==> src/rtl/rand_req_scheduler.sv <==
// Round-robin front end that shares one external 24-bit Fibonacci LFSR among NUM_REQ requesters.
// Optional build macro RAND_REJECT_EN adds rand_limit with bounded re-stepping of out-of-range values.
module rand_req_scheduler #(
    parameter int               NUM_REQ   = 4,
    parameter int               WIDTH     = 24,
    parameter int               SHIFTS    = 24,
    parameter logic [WIDTH-1:0] SAFE_SEED = 24'h00000F,
    parameter int               MAX_RETRY = 7
) (
    input  logic               clk,
    input  logic               reset,
    input  logic [NUM_REQ-1:0] req,
    output logic [NUM_REQ-1:0] done,
    output logic [WIDTH-1:0]   rand_out,
    output logic               rand_valid,
    output logic               busy,
    input  logic               seed_wr,
    input  logic [WIDTH-1:0]   seed_in,
    output logic               lfsr_en,
    output logic               lfsr_load,
    output logic [WIDTH-1:0]   lfsr_seed,
    input  logic [WIDTH-1:0]   lfsr_q
`ifdef RAND_REJECT_EN
    ,
    input  logic [WIDTH-1:0]   rand_limit
`endif
);
    localparam int         IW        = (NUM_REQ > 1) ? $clog2(NUM_REQ) : 1;
    localparam logic [7:0] LAST_STEP = 8'(SHIFTS - 1);

    typedef enum logic [1:0] {S_IDLE, S_LOAD, S_STEP, S_DELIVER} state_t;

    state_t             r_state;
    logic [IW-1:0]      r_ptr;
    logic [IW-1:0]      r_grant;
    logic [7:0]         r_step;
    logic               r_seed_pend;
    logic [WIDTH-1:0]   r_seed_val;
    logic               r_accepted;
    logic [NUM_REQ-1:0] r_done;
    logic [WIDTH-1:0]   r_rand_out;
    logic               r_valid;
    logic               r_lfsr_en;
    logic               r_lfsr_load;
    logic [WIDTH-1:0]   r_lfsr_seed;

    logic [NUM_REQ-1:0] w_req_rot;
    logic               w_any;
    logic [IW-1:0]      w_off;
    logic [IW:0]        w_sum;
    logic [IW-1:0]      w_pick;
    logic [IW-1:0]      w_ptr_nxt;
    logic [NUM_REQ-1:0] w_grant_oh;
    logic               w_seed_pend;
    logic [WIDTH-1:0]   w_seed_val;
    logic [WIDTH-1:0]   w_lfsr_next;
    logic               w_accept;
    logic [WIDTH-1:0]   w_value;

    // Rotate requests so offset 0 is the RR pointer, then take the lowest set offset.
    assign w_req_rot = NUM_REQ'({req, req} >> r_ptr);

    always_comb begin
        w_any = 1'b0;
        w_off = '0;
        for (int i = NUM_REQ - 1; i >= 0; i--) begin
            if (w_req_rot[i]) begin
                w_any = 1'b1;
                w_off = IW'(i);
            end
        end
    end

    assign w_sum      = {1'b0, r_ptr} + {1'b0, w_off};
    assign w_pick     = (w_sum >= (IW+1)'(NUM_REQ)) ? IW'(w_sum - (IW+1)'(NUM_REQ)) : IW'(w_sum);
    assign w_ptr_nxt  = (r_grant == IW'(NUM_REQ - 1)) ? '0 : r_grant + IW'(1);
    assign w_grant_oh = NUM_REQ'(1) << r_grant;

    // A strobe arriving while idle is acted on at once instead of waiting a cycle in the pending register.
    assign w_seed_pend = r_seed_pend | seed_wr;
    assign w_seed_val  = seed_wr ? seed_in : r_seed_val;

    // The last step lands on the same edge that closes STEP, so the delivered value is predicted from the taps.
    assign w_lfsr_next = {lfsr_q[WIDTH-2:0], lfsr_q[23] ^ lfsr_q[22] ^ lfsr_q[21] ^ lfsr_q[16]};

`ifdef RAND_REJECT_EN
    localparam int RW = $clog2(MAX_RETRY + 1);
    logic [RW-1:0] r_retry;
    logic          w_over;

    assign w_over   = w_lfsr_next > rand_limit;
    assign w_accept = !w_over || (r_retry >= RW'(MAX_RETRY));
    assign w_value  = w_over ? rand_limit : w_lfsr_next;
`else
    assign w_accept = 1'b1;
    assign w_value  = w_lfsr_next;
`endif

    always_ff @(posedge clk or posedge reset) begin
        if (reset) begin
            r_state     <= S_IDLE;
            r_ptr       <= '0;
            r_grant     <= '0;
            r_step      <= '0;
            r_seed_pend <= 1'b0;
            r_seed_val  <= '0;
            r_accepted  <= 1'b0;
            r_done      <= '0;
            r_rand_out  <= '0;
            r_valid     <= 1'b0;
            r_lfsr_en   <= 1'b0;
            r_lfsr_load <= 1'b0;
            r_lfsr_seed <= '0;
`ifdef RAND_REJECT_EN
            r_retry     <= '0;
`endif
        end else begin
            r_done      <= '0;
            r_valid     <= 1'b0;
            r_lfsr_load <= 1'b0;
            if (seed_wr) begin
                r_seed_pend <= 1'b1;
                r_seed_val  <= seed_in;
            end
            case (r_state)
                S_IDLE: begin
                    if (w_seed_pend) begin
                        r_state     <= S_LOAD;
                        r_lfsr_load <= 1'b1;
                        r_lfsr_seed <= (w_seed_val == '0) ? SAFE_SEED : w_seed_val;
                        r_seed_pend <= 1'b0;
                    end else if (w_any) begin
                        r_state   <= S_STEP;
                        r_grant   <= w_pick;
                        r_step    <= '0;
                        r_lfsr_en <= 1'b1;
`ifdef RAND_REJECT_EN
                        r_retry   <= '0;
`endif
                    end
                end
                S_LOAD: r_state <= S_IDLE;
                S_STEP: begin
                    if (r_step == LAST_STEP) begin
                        r_lfsr_en  <= 1'b0;
                        r_state    <= S_DELIVER;
                        r_accepted <= w_accept;
                        if (w_accept) begin
                            r_done     <= w_grant_oh;
                            r_valid    <= 1'b1;
                            r_rand_out <= w_value;
                        end
                    end else begin
                        r_step <= r_step + 8'd1;
                    end
                end
                S_DELIVER: begin
                    if (r_accepted) begin
                        r_ptr   <= w_ptr_nxt;
                        r_state <= S_IDLE;
                    end else begin
                        r_state   <= S_STEP;
                        r_step    <= '0;
                        r_lfsr_en <= 1'b1;
`ifdef RAND_REJECT_EN
                        r_retry   <= r_retry + RW'(1);
`endif
                    end
                end
                default: r_state <= S_IDLE;
            endcase
        end
    end

    assign done       = r_done;
    assign rand_out   = r_rand_out;
    assign rand_valid = r_valid;
    assign busy       = (r_state != S_IDLE);
    assign lfsr_en    = r_lfsr_en;
    assign lfsr_load  = r_lfsr_load;
    assign lfsr_seed  = r_lfsr_seed;

endmodule

==> config.mk <==
export PLATFORM = sky130hd
export DESIGN_NAME = rand_req_scheduler
export DESIGN_NICKNAME = d
export VERILOG_FILES = /design/src/rtl/rand_req_scheduler.sv
export SDC_FILE = /design/constraint.sdc
export NUM_CORES = 1
export LEC_CHECK = 0
export CORE_MARGIN = 1.5
export CORE_UTILIZATION = 52
export DETAILED_ROUTE_END_ITERATION = 6
export PLACE_DENSITY = 0.95
export SETUP_SLACK_MARGIN = 0.3
export SYNTH_ARGS = -nofsm -noshare
export SYNTH_HDL_FRONTEND = slang
export SYNTH_SLANG_ARGS = --single-unit
==> constraint.sdc <==
create_clock -name clk -period 4.8 [get_ports clk]
set_clock_uncertainty 0.15 [all_clocks]
set_input_delay 0.96 -clock clk [delete_from_list [all_inputs] [get_ports clk]]
set_output_delay 0.96 -clock clk [all_outputs]
set_load 0.01 [all_outputs]
==> results of run 1 <==
[synth_stat cells, drive strengths merged, types with 3 or more instances]
cell,n,area (µm²)
a21oi,3,18.8
a31oi,4,25.0
and2,4,25.0
buf,10,62.6
clkbuf,5,18.8
dfrtp,95,2380
ha,6,75.1
inv,6,22.5
mux2,45,507
mux2i,4,40.0
nand2,87,329
nand3,5,25.0
nor2,20,77.6
nor3,5,36.3
nor4,10,62.6
o21a,3,22.5
o21ai,11,55.1
o31ai,5,37.5
xnor2,4,35.0
[how the worst max path moves through the flow]
stage | end | slack, ns
final | lfsr_seed[2]$_DFFE_PP0P_ | 1.74
after global routing | lfsr_seed[2]$_DFFE_PP0P_ | 1.58
after CTS | lfsr_seed[0]$_DFFE_PP0P_ | 1.74
after detailed placement | lfsr_seed[0]$_DFFE_PP0P_ | 1.37
after global placement | lfsr_seed[0]$_DFFE_PP0P_ | 1.51
after floorplan | done[0]$_DFF_PP0_ | 1.21
[per-stage QoR]
stage,cells,area [µm²]
final,569,5430
after global routing,569,5430
after CTS,569,5430
after detailed placement,553,5200
after global placement,553,5200
after floorplan,355,4030
[cell type report]
class	instances	share of cell area
Tap cell	99	0.0228
Clock buffer	9	0.0228
Inverter	7	0.00530
Multi-Input combinational cell	238	0.284
Clock inverter	7	0.0187
Timing Repair Buffer	114	0.208
Sequential cell	95	0.438
[per-layer routing]
metal	GRT usage	up-vias	routed length [µm]
met3	0.0444	22	486
met4	0.117	0	263
met5	0	-	0
met2	0.389	100	4580
li1	-	1440	-
met1	0.296	1525	3780
[flip-flops by register name, indices dropped and copies added (netlist names)]
register,count
done,4
lfsr_en,1
lfsr_load,1
lfsr_seed,24
r_accepted,1
r_grant,2
r_ptr,2
r_seed_pend,1
r_seed_val,24
r_state,2
r_step,8
rand_out,24
rand_valid,1
[logic make-up (layout without fill, tap and decap cells)]
kind of cell | after synthesis | after routing
AND/OR/NAND/NOR | 144 | 144
flip-flops | 95 | 95
multiplexers | 49 | 49
AO/OA/AOI/OAI | 34 | 34
buffers and inverters | 22 | 137
adder cells (fa/ha/maj) | 6 | 6
XOR/XNOR | 5 | 5
[worst register-to-register path, stage by stage (launching register included)]
cell and delay, ns:
sky130_fd_sc_hd__dfrtp_1 0.42, sky130_fd_sc_hd__ha_1 0.27, sky130_fd_sc_hd__nand2_1 0.13, sky130_fd_sc_hd__nor3_4 0.07, sky130_fd_sc_hd__nand2_2 0.40, sky130_fd_sc_hd__clkinv_2 0.52
sky130_fd_sc_hd__or2_2 0.43
[power by group through the flow]
stage,Clock [W],Combinational [W],Sequential (W)
after global routing,0.000630,0.00100,0.00116
after floorplan,0,0.000447,0.00117
after global placement,0,0.000889,0.00113
after CTS,0.000599,0.000931,0.00113
after detailed placement,0,0.000924,0.00114
final,0.000591,0.000925,0.00113
[placed cells by master (no fill, tap or decap), types with 2 or more instances in the layout]
cell	n
sky130_fd_sc_hd__clkdlybuf4s50_1	110
sky130_fd_sc_hd__dfrtp_1	95
sky130_fd_sc_hd__nand2_1	86
sky130_fd_sc_hd__mux2_2	45
sky130_fd_sc_hd__nor2_1	19
sky130_fd_sc_hd__o21ai_0	11
sky130_fd_sc_hd__nor4_1	10
sky130_fd_sc_hd__clkbuf_8	9
sky130_fd_sc_hd__ha_1	6
sky130_fd_sc_hd__inv_1	5
sky130_fd_sc_hd__nand3_1	5
sky130_fd_sc_hd__o31ai_1	5
sky130_fd_sc_hd__nor3_1	4
sky130_fd_sc_hd__a31oi_1	4
sky130_fd_sc_hd__xnor2_1	4
sky130_fd_sc_hd__mux2i_1	4
sky130_fd_sc_hd__and2_1	4
sky130_fd_sc_hd__buf_4	4
sky130_fd_sc_hd__clkinv_2	3
sky130_fd_sc_hd__o21a_1	3
sky130_fd_sc_hd__o22ai_1	2
sky130_fd_sc_hd__and3_1	2
sky130_fd_sc_hd__nor2b_1	2
sky130_fd_sc_hd__nand4_1	2
sky130_fd_sc_hd__a21oi_1	2
sky130_fd_sc_hd__bufinv_16	2
sky130_fd_sc_hd__inv_6	2
==> flow_results.org, run 1 <==
** Setup path
- Of all nets on the critical path, the largest fanout is 16.
- Measured in cells, the most critical reg-to-reg path has a length of 6.
- The largest single stage delay on the critical path is 0.90 ns.
- WS Path Type :: input port to register
- Cell breakdown of the critical path :: clkdlybuf4s50_1 -> mux2_2 -> or3_1 -> nor4_1 -> nand3_1 -> nand2_1
- Highest-delay cell along the critical path :: sky130_fd_sc_hd__clkdlybuf4s50_1
- Category of the worst setup path launch point :: input port
- Buffering stage count on the worst path with inverters included :: 1
- In this run the register-to-register setup slack is 2.28 ns.
- CP required :: 4.95 ns
- Crit path launch :: seed_wr
- The endpoint identified for the worst register-to-register timing path is r_accepted$_DFFE_PP0P_.
- The kind of cell with the highest combined delay along the critical path is simple AND/OR/NAND/NOR gates.
- Worst Path Arrival :: 3.21 ns
- The worst register-to-register path begins at r_step[0]$_DFFE_PP0P_.
- Endpoint kind of the worst setup timing path :: register
- The critical path crosses 6 cells after its start point.

** Global routing
- Pin count of the biggest net entering global routing :: 63
- The via count of the first global-routing pass is 3189.
- Wire length of the first global-routing pass :: 15.4 mm
- Antenna violations before repair :: 0
- For this run the aggregate overflow at the end of global routing stands at 0.
- In the global route stage, overall resource usage came out at 0.235.

** STA
- Hold violation total from the final report :: 0
- Slack of the critical path :: 1.74 ns
- Of the available clock period, the critical path in the final layout requires 0.638.
- Across all hold checks on the routed design, the worst slack comes to 0.327 ns.
- Final max-slew violation count :: 0
- Worst-case headroom to the max-slew limit :: 0.310
- Final critical path time including I/O delays and setup :: 3.06 ns
- Transition time at the pin with the least slew margin :: 1.04 ns
- For the final routed database, the setup TNS stands at 0 ns.
- Timing would allow up to 327 MHz.
- Setup repair after global routing missed its margin :: false
- Final number of setup-violating endpoints :: 0

** Placement
- Detailed placement HPWL :: 6.44 mm
- Worst setup slack after placement :: 1.37 ns
- Global placer's final weighted congestion :: 0.826
- Port Buffer Count :: 110

** Route
- Pre-Repair DR Iteration Count :: 4
- Post-detailed-routing wire length :: 9.11 mm
- In the routed design, unresolved DRC markers number 0.
- Summing over every cut layer, the via total after detailed routing is 3087.
- The count of nets left with antenna violations once routing finished came out at 0.
- In the routed layout, each cell is associated on average with a via count of 5.43.
- DRC violation total after the first TritonRoute iteration :: 170
- DR WL/cell :: 16.0 µm

** Power and ir drop
- The share of total power dissipated in the clock network is 0.224.
- Tot Pwr :: 0.00264 W
- Pwr per Cell Area :: 487 nW/µm²
- Combinational power share :: 0.350
- Internal cell power :: 0.00181 W
- Summed over all cells, the static leakage comes to 2.36 nW.
- For this design the total switching power over the nets is 0.000837 W.
- Fraction of power consumed by sequential logic :: 0.427
- Maximum ir drop on the vdd rail :: 0.315 mV
- Of the total power, the share spent switching nets is 0.317.

** Synth
- Yosys warns :: 0
- In this run, synthesis inferred 0 flip-flops with an integrated enable.
- Seq/Total Area, Yosys :: 0.590
- Post-Synth Adder-Cell Area :: 0.0186
- Complex-gate fraction of the synthesized area :: 0.0559
- Post-Syn Area :: 4030 µm²
- Count of cell types in the netlist :: 45
- Basic-gate share of the synthesized area counting and, or, nand and nor cells :: 0.161
- Mean instance size in the synthesized netlist :: 11.3 µm²
- Fraction of synthesis flops using an asynchronous set or reset pin :: 1.00
- Multiplexer share of the synthesized area :: 0.136
- Of the total synthesized cell area, the portion taken by XOR and XNOR cells is 0.0109.
- Main combinational cell family by area after synthesis :: simple AND/OR/NAND/NOR gates
- The most used flip-flop cell after synthesis is sky130_fd_sc_hd__dfrtp_1.
- Counting every instance in the synthesized netlist gives 355.
- Synthesized netlist net count :: 416
- Post-synthesis register bit count :: 95

** Run
- Across the run, the number of max-cap violations was 0.

** CTS
- Clock slew at the register clock pins of the worst setup and hold paths :: 0.09 ns
- Post-CTS repair changed the size of 0 cells.
- After clock tree synthesis, the setup repair step added 0 buffers.
- Number of levels in the clock H-tree :: 3
- TritonCTS clock tree :: yes
- Num CTS Buffers :: 9
- At the later pin of the worst-skew pair, clock insertion delay measures 0.36 ns.
- Clock root buffer master :: sky130_fd_sc_hd__clkbuf_8
- Counting along the longest clock path gives a buffer depth of 2.
- The number of hold buffers added after CTS was 0.
- The clock net in this run drives a total of 95 sinks.

** Final layout
- Area occupied by multi-input gates :: 1540 µm²
- After the last flow step, the layout net total stands at 526.
- Compared with the post-synthesis result, the final layout area differs by 34.8%.
- Fin util :: 0.736
- In the final layout, flip-flops and latches occupy 2380 µm².
- Fill cells in the final layout number 475.
- Fraction of layout cells with a size suffix above 1 :: 0.157
- Number of diodes added for antenna fixing :: 0

** Worst hold path
- Hold Path Stages :: 2
- The startpoint identified for the worst hold timing path is rand_out[18]$_DFFE_PP0P_.
- Hold-critical path endpoint :: rand_out[18]$_DFFE_PP0P_
- The min-delay analysis places its worst path in the category register to register.

** Run status
- Result of the run :: finished, final reports clean

** Floorplan
- The floorplan step set the die height to 91.0 µm.
- The initialized floorplan defines 31 standard-cell rows.
- The die is 91.0 µm wide.
- The floorplan step defined a die boundary enclosing 8280 µm².
- 111 I/O pins were placed.
- After floorplanning, the core was sized to cover 7370 µm².
- Starting density of the core :: 0.546
Power figures use the tool's default switching activity.
==> inputs of run 2 (changes only) <==
Settings changed: CORE_UTILIZATION 52 to 43, PLACE_DENSITY 0.95 to 0.88.
Clock period 4.8 ns to 2.46 ns, I/O delays scaled along.
==> run 2 against run 1 <==
Effect of this change:
- largest cell class unchanged
- critical path type unchanged
- die area rose by 20%
- count of clock-buffer cells in the layout is 3 higher
- via count fell by 1.1%
==> flow_results.org, run 2 (same netlist as run 1, synthesis figures left out) <==
** Setup path
- The critical path's top delay family is buffers and inverters (was simple AND/OR/NAND/NOR gates).
- The worst endpoint data arrival time is 2.20 ns (was 3.21 ns).
- Largest stage delay on the critical path :: 0.52 ns (was 0.90 ns)
- The data required time at the worst endpoint was 2.61 ns (was 4.95 ns).
- WS Path Type :: input port to register (unchanged)
- The count of buffer and inverter cells on the critical path is 2 (was 1).
- Endpoint kind of the worst setup timing path :: register (unchanged)
- Crit path max fanout :: 16 (unchanged)
- The startpoint kind of the worst setup timing path was an input port (unchanged).
- Highest-delay cell along the critical path :: sky130_fd_sc_hd__clkdlybuf4s50_1 (unchanged)
- Cell breakdown of the critical path :: clkdlybuf4s50_1 -> buf_6 -> mux2_2 -> nor4_1 -> nand3_2 -> nand2_1 (was clkdlybuf4s50_1 -> mux2_2 -> or3_1 -> nor4_1 -> nand3_1 -> nand2_1)

** Final layout
- The synthesis-to-finish area growth was 39.0% (was 34.8%).
- The final-stage net count was 536 (was 526).
- Top library cells by usage in the layout, fill and taps aside :: 105 x sky130_fd_sc_hd__clkdlybuf4s50_1, 95 x sky130_fd_sc_hd__dfrtp_1, 86 x sky130_fd_sc_hd__nand2_1 (was 110 x sky130_fd_sc_hd__clkdlybuf4s50_1, 95 x sky130_fd_sc_hd__dfrtp_1, 86 x sky130_fd_sc_hd__nand2_1)
- Fraction of layout cells with a size suffix above 1 :: 0.181 (was 0.157)
- The most common cell after layout, fill and taps aside was sky130_fd_sc_hd__clkdlybuf4s50_1 (unchanged).
- The number of antenna diodes is 0 (unchanged).

** STA
- Final max-slew violation count :: 0 (unchanged)
- The headroom to the max-slew limit is 0.672 (was 0.310).
- Hold violation total from the final report :: 0 (unchanged)
- The total negative slack for setup checks came to 0 ns (unchanged).
- Final number of setup-violating endpoints :: 0 (unchanged)
- Final critical path time including I/O delays and setup :: 2.05 ns
- Of the available clock period, the critical path in the final layout requires 0.832.
- Transition time at the pin with the least slew margin :: 0.492 ns (was 1.04 ns)
- For this run, the top clock speed supported by timing is 488 MHz.
- Worst Hold Slack :: 0.330 ns (was 0.327 ns)
- Setup repair after global routing missed its margin :: false (unchanged)

** Global routing
- Wire length of the first global-routing pass :: 14.5 mm (was 15.4 mm)
- The via count of the first global-routing pass came to 3100 (was 3189).
- The global-route usage over all layers was 0.186 (was 0.235).
- Global-route track usage on met3 :: 0.0569 (was 0.0444)
- Overall overflow remaining after global route :: 0 (unchanged)
- The global routing met2 resource utilization came to 0.318 (was 0.389).
- Met1 usage :: 0.223 (was 0.296)
- The most used routing layer in global routing is met2 (unchanged).
- The initial antenna violation count came to 0 (unchanged).
- Pin count of the biggest net entering global routing :: 96 (was 63)

** Placement
- Port Buffer Count :: 110 (unchanged)
- The sum of net half-perimeters after detailed placement is 6.20 mm (was 6.44 mm).
- The global placer's final weighted congestion was 0.824 (was 0.826).

** Route
- The count of vias placed by the detailed router was 3054 (was 3087).
- The residual antenna-violating net count after detailed routing came to 0 (unchanged).
- The number of design-rule violations left by the first detailed-router iteration was 96 (was 170).
- The average wire per standard cell was 14.9 µm (was 16.0 µm).
- The residual DRC count was 0 (unchanged).
- The number of vias per cell after detailed routing came to 5.17 (was 5.43).
- Pre-Repair DR Iteration Count :: 4 (unchanged)
- Post-detailed-routing wire length :: 8.81 mm (was 9.11 mm)

** Power and ir drop
- The areal power density over the cells came to 938 nW/µm² (was 487 nW/µm²).
- The power share of the combinational group came to 0.353 (was 0.350).
- The proportion of total power due to net switching came to 0.303 (was 0.317).
- The sequential power share was 0.418 (was 0.427).
- The internal power component is 0.00366 W (was 0.00181 W).
- Net switching power figure :: 0.00159 W (was 0.000837 W)
- The maximum VDD drop is 0.634 mV (was 0.315 mV).
- Leakage Power :: 2.47 nW (was 2.36 nW)
- The relative contribution of the clock network to total power is 0.228 (was 0.224).

** Floorplan
- Top-level port count :: 111 (unchanged)
- Area of the core region :: 9150 µm² (was 7370 µm²)
- The die outline height came to 99.8 µm (was 91.0 µm).
- Starting density of the core :: 0.440 (was 0.546)
- Die outline area :: 9950 µm² (was 8280 µm²)
- Num rows :: 35 (was 31)
- The die boundary width was 99.8 µm (was 91.0 µm).

** CTS
- Maximum buffer depth of the clock tree :: 2 (unchanged)
- The later-pin clock latency in the skew report is 0.36 ns (about the same).
- Num CTS Buffers :: 9 (unchanged)
- Post-CTS Hold Buffers :: 0 (unchanged)
- Clock root buffer master :: sky130_fd_sc_hd__clkbuf_8 (unchanged)
- Num Clock Sinks :: 95 (unchanged)
- The clock tree from TritonCTS is yes (unchanged).
- Number of levels in the clock H-tree :: 3 (unchanged)
- Clock slew at the register clock pins of the worst setup and hold paths :: 0.09 ns (about the same)

** Run
- Max capacitance violation total :: 0 (unchanged)

** Worst hold path
- The class of the tightest hold or removal check was register to register (unchanged).

** Run status
- Result of the run: finished, final reports clean (unchanged).
-- run 2: cell types whose count changed in the layout (fill, tap and decap cells not counted), sizes merged --
cell           previous run  this run
buf                       4        14
clkbuf                    9        12
clkdlybuf4s50           110       105
clkinv                    3         1
clkinvlp                  1         2
dlymetal6s2s              0         5
inv                       8         6
-- run 2: metal layers --
layer	wire length (µm)	share of wire	up-vias
li1	-	-	1459
met1	3630	0.41	1487
met2	4470	0.51	99
met3	618	0.070	9
met4	91	0.010	0
met5	0	0	-
-- run 2: timing repair --
item	4_1_cts	5_1_grt
resized for setup	2	10
endpoints found under the setup margin	3	37
pin swaps	1	1
buffers inserted	2	0
gates cloned	0	0
-- run 2: power by group through the flow --
stage | Combinational (W) | Sequential [W] | Clock [W]
floorplan | 0.000872 | 0.00228 | 0
global placement | 0.00177 | 0.00221 | 0
detailed placement | 0.00182 | 0.00223 | 0
CTS | 0.00188 | 0.00220 | 0.00122
global route | 0.00204 | 0.00225 | 0.00129
finish | 0.00185 | 0.00220 | 0.00120
-- run 2: through the flow --
| step | instances | utilization | power (W) | instance area [µm²] | setup slack (ns) |
|---|---|---|---|---|---|
| after global routing | 591 | 0.612 | 0.00557 | 5600 | 0.327 |
| after global placement | 573 | 0.579 | 0.00398 | 5300 | -0.0124 |
| final | 591 | 0.612 | 0.00525 | 5600 | 0.413 |
| after floorplan | 355 | - | 0.00315 | 4030 | 0.532 |
| after CTS | 591 | 0.608 | 0.00530 | 5570 | 0.302 |
| after detailed placement | 573 | 0.579 | 0.00405 | 5300 | -0.106 |
-- run 2: worst paths after layout --
check / slack [ns] / startpoint / cells past startpoint / to
max: 0.41 / seed_wr / 6 / lfsr_seed[0]$_DFFE_PP0P_
min: 0.33 / rand_out[20]$_DFFE_PP0P_ / 2 / rand_out[20]$_DFFE_PP0P_
max reg2reg: 0.45 / r_step[3]$_DFFE_PP0P_ / 6 / rand_out[0]$_DFFE_PP0P_
min reg2reg: 0.33 / rand_out[20]$_DFFE_PP0P_ / 2 / rand_out[20]$_DFFE_PP0P_
max in group asynchronous: 1.30 / reset / 3 / rand_out[1]$_DFFE_PP0P_
min in group asynchronous: 0.47 / reset / 3 / r_seed_val[10]$_DFF_PP0_
-- run 2: layout make-up --
cell class | instances | area, µm²
clock buffer | 12 | 165
clock inverter | 4 | 76.3
fill | 710 | 3550
inverter | 7 | 35.0
multi-input combinational | 238 | 1550
sequential | 95 | 2380
tap | 111 | 139
timing repair buffer | 124 | 1250
-- run 2: tightest hold or removal path, stage by stage, from the launching register on --
cell                      delay (ns)
sky130_fd_sc_hd__dfrtp_1        0.35
sky130_fd_sc_hd__nand2_1        0.05
sky130_fd_sc_hd__nand2_1        0.05
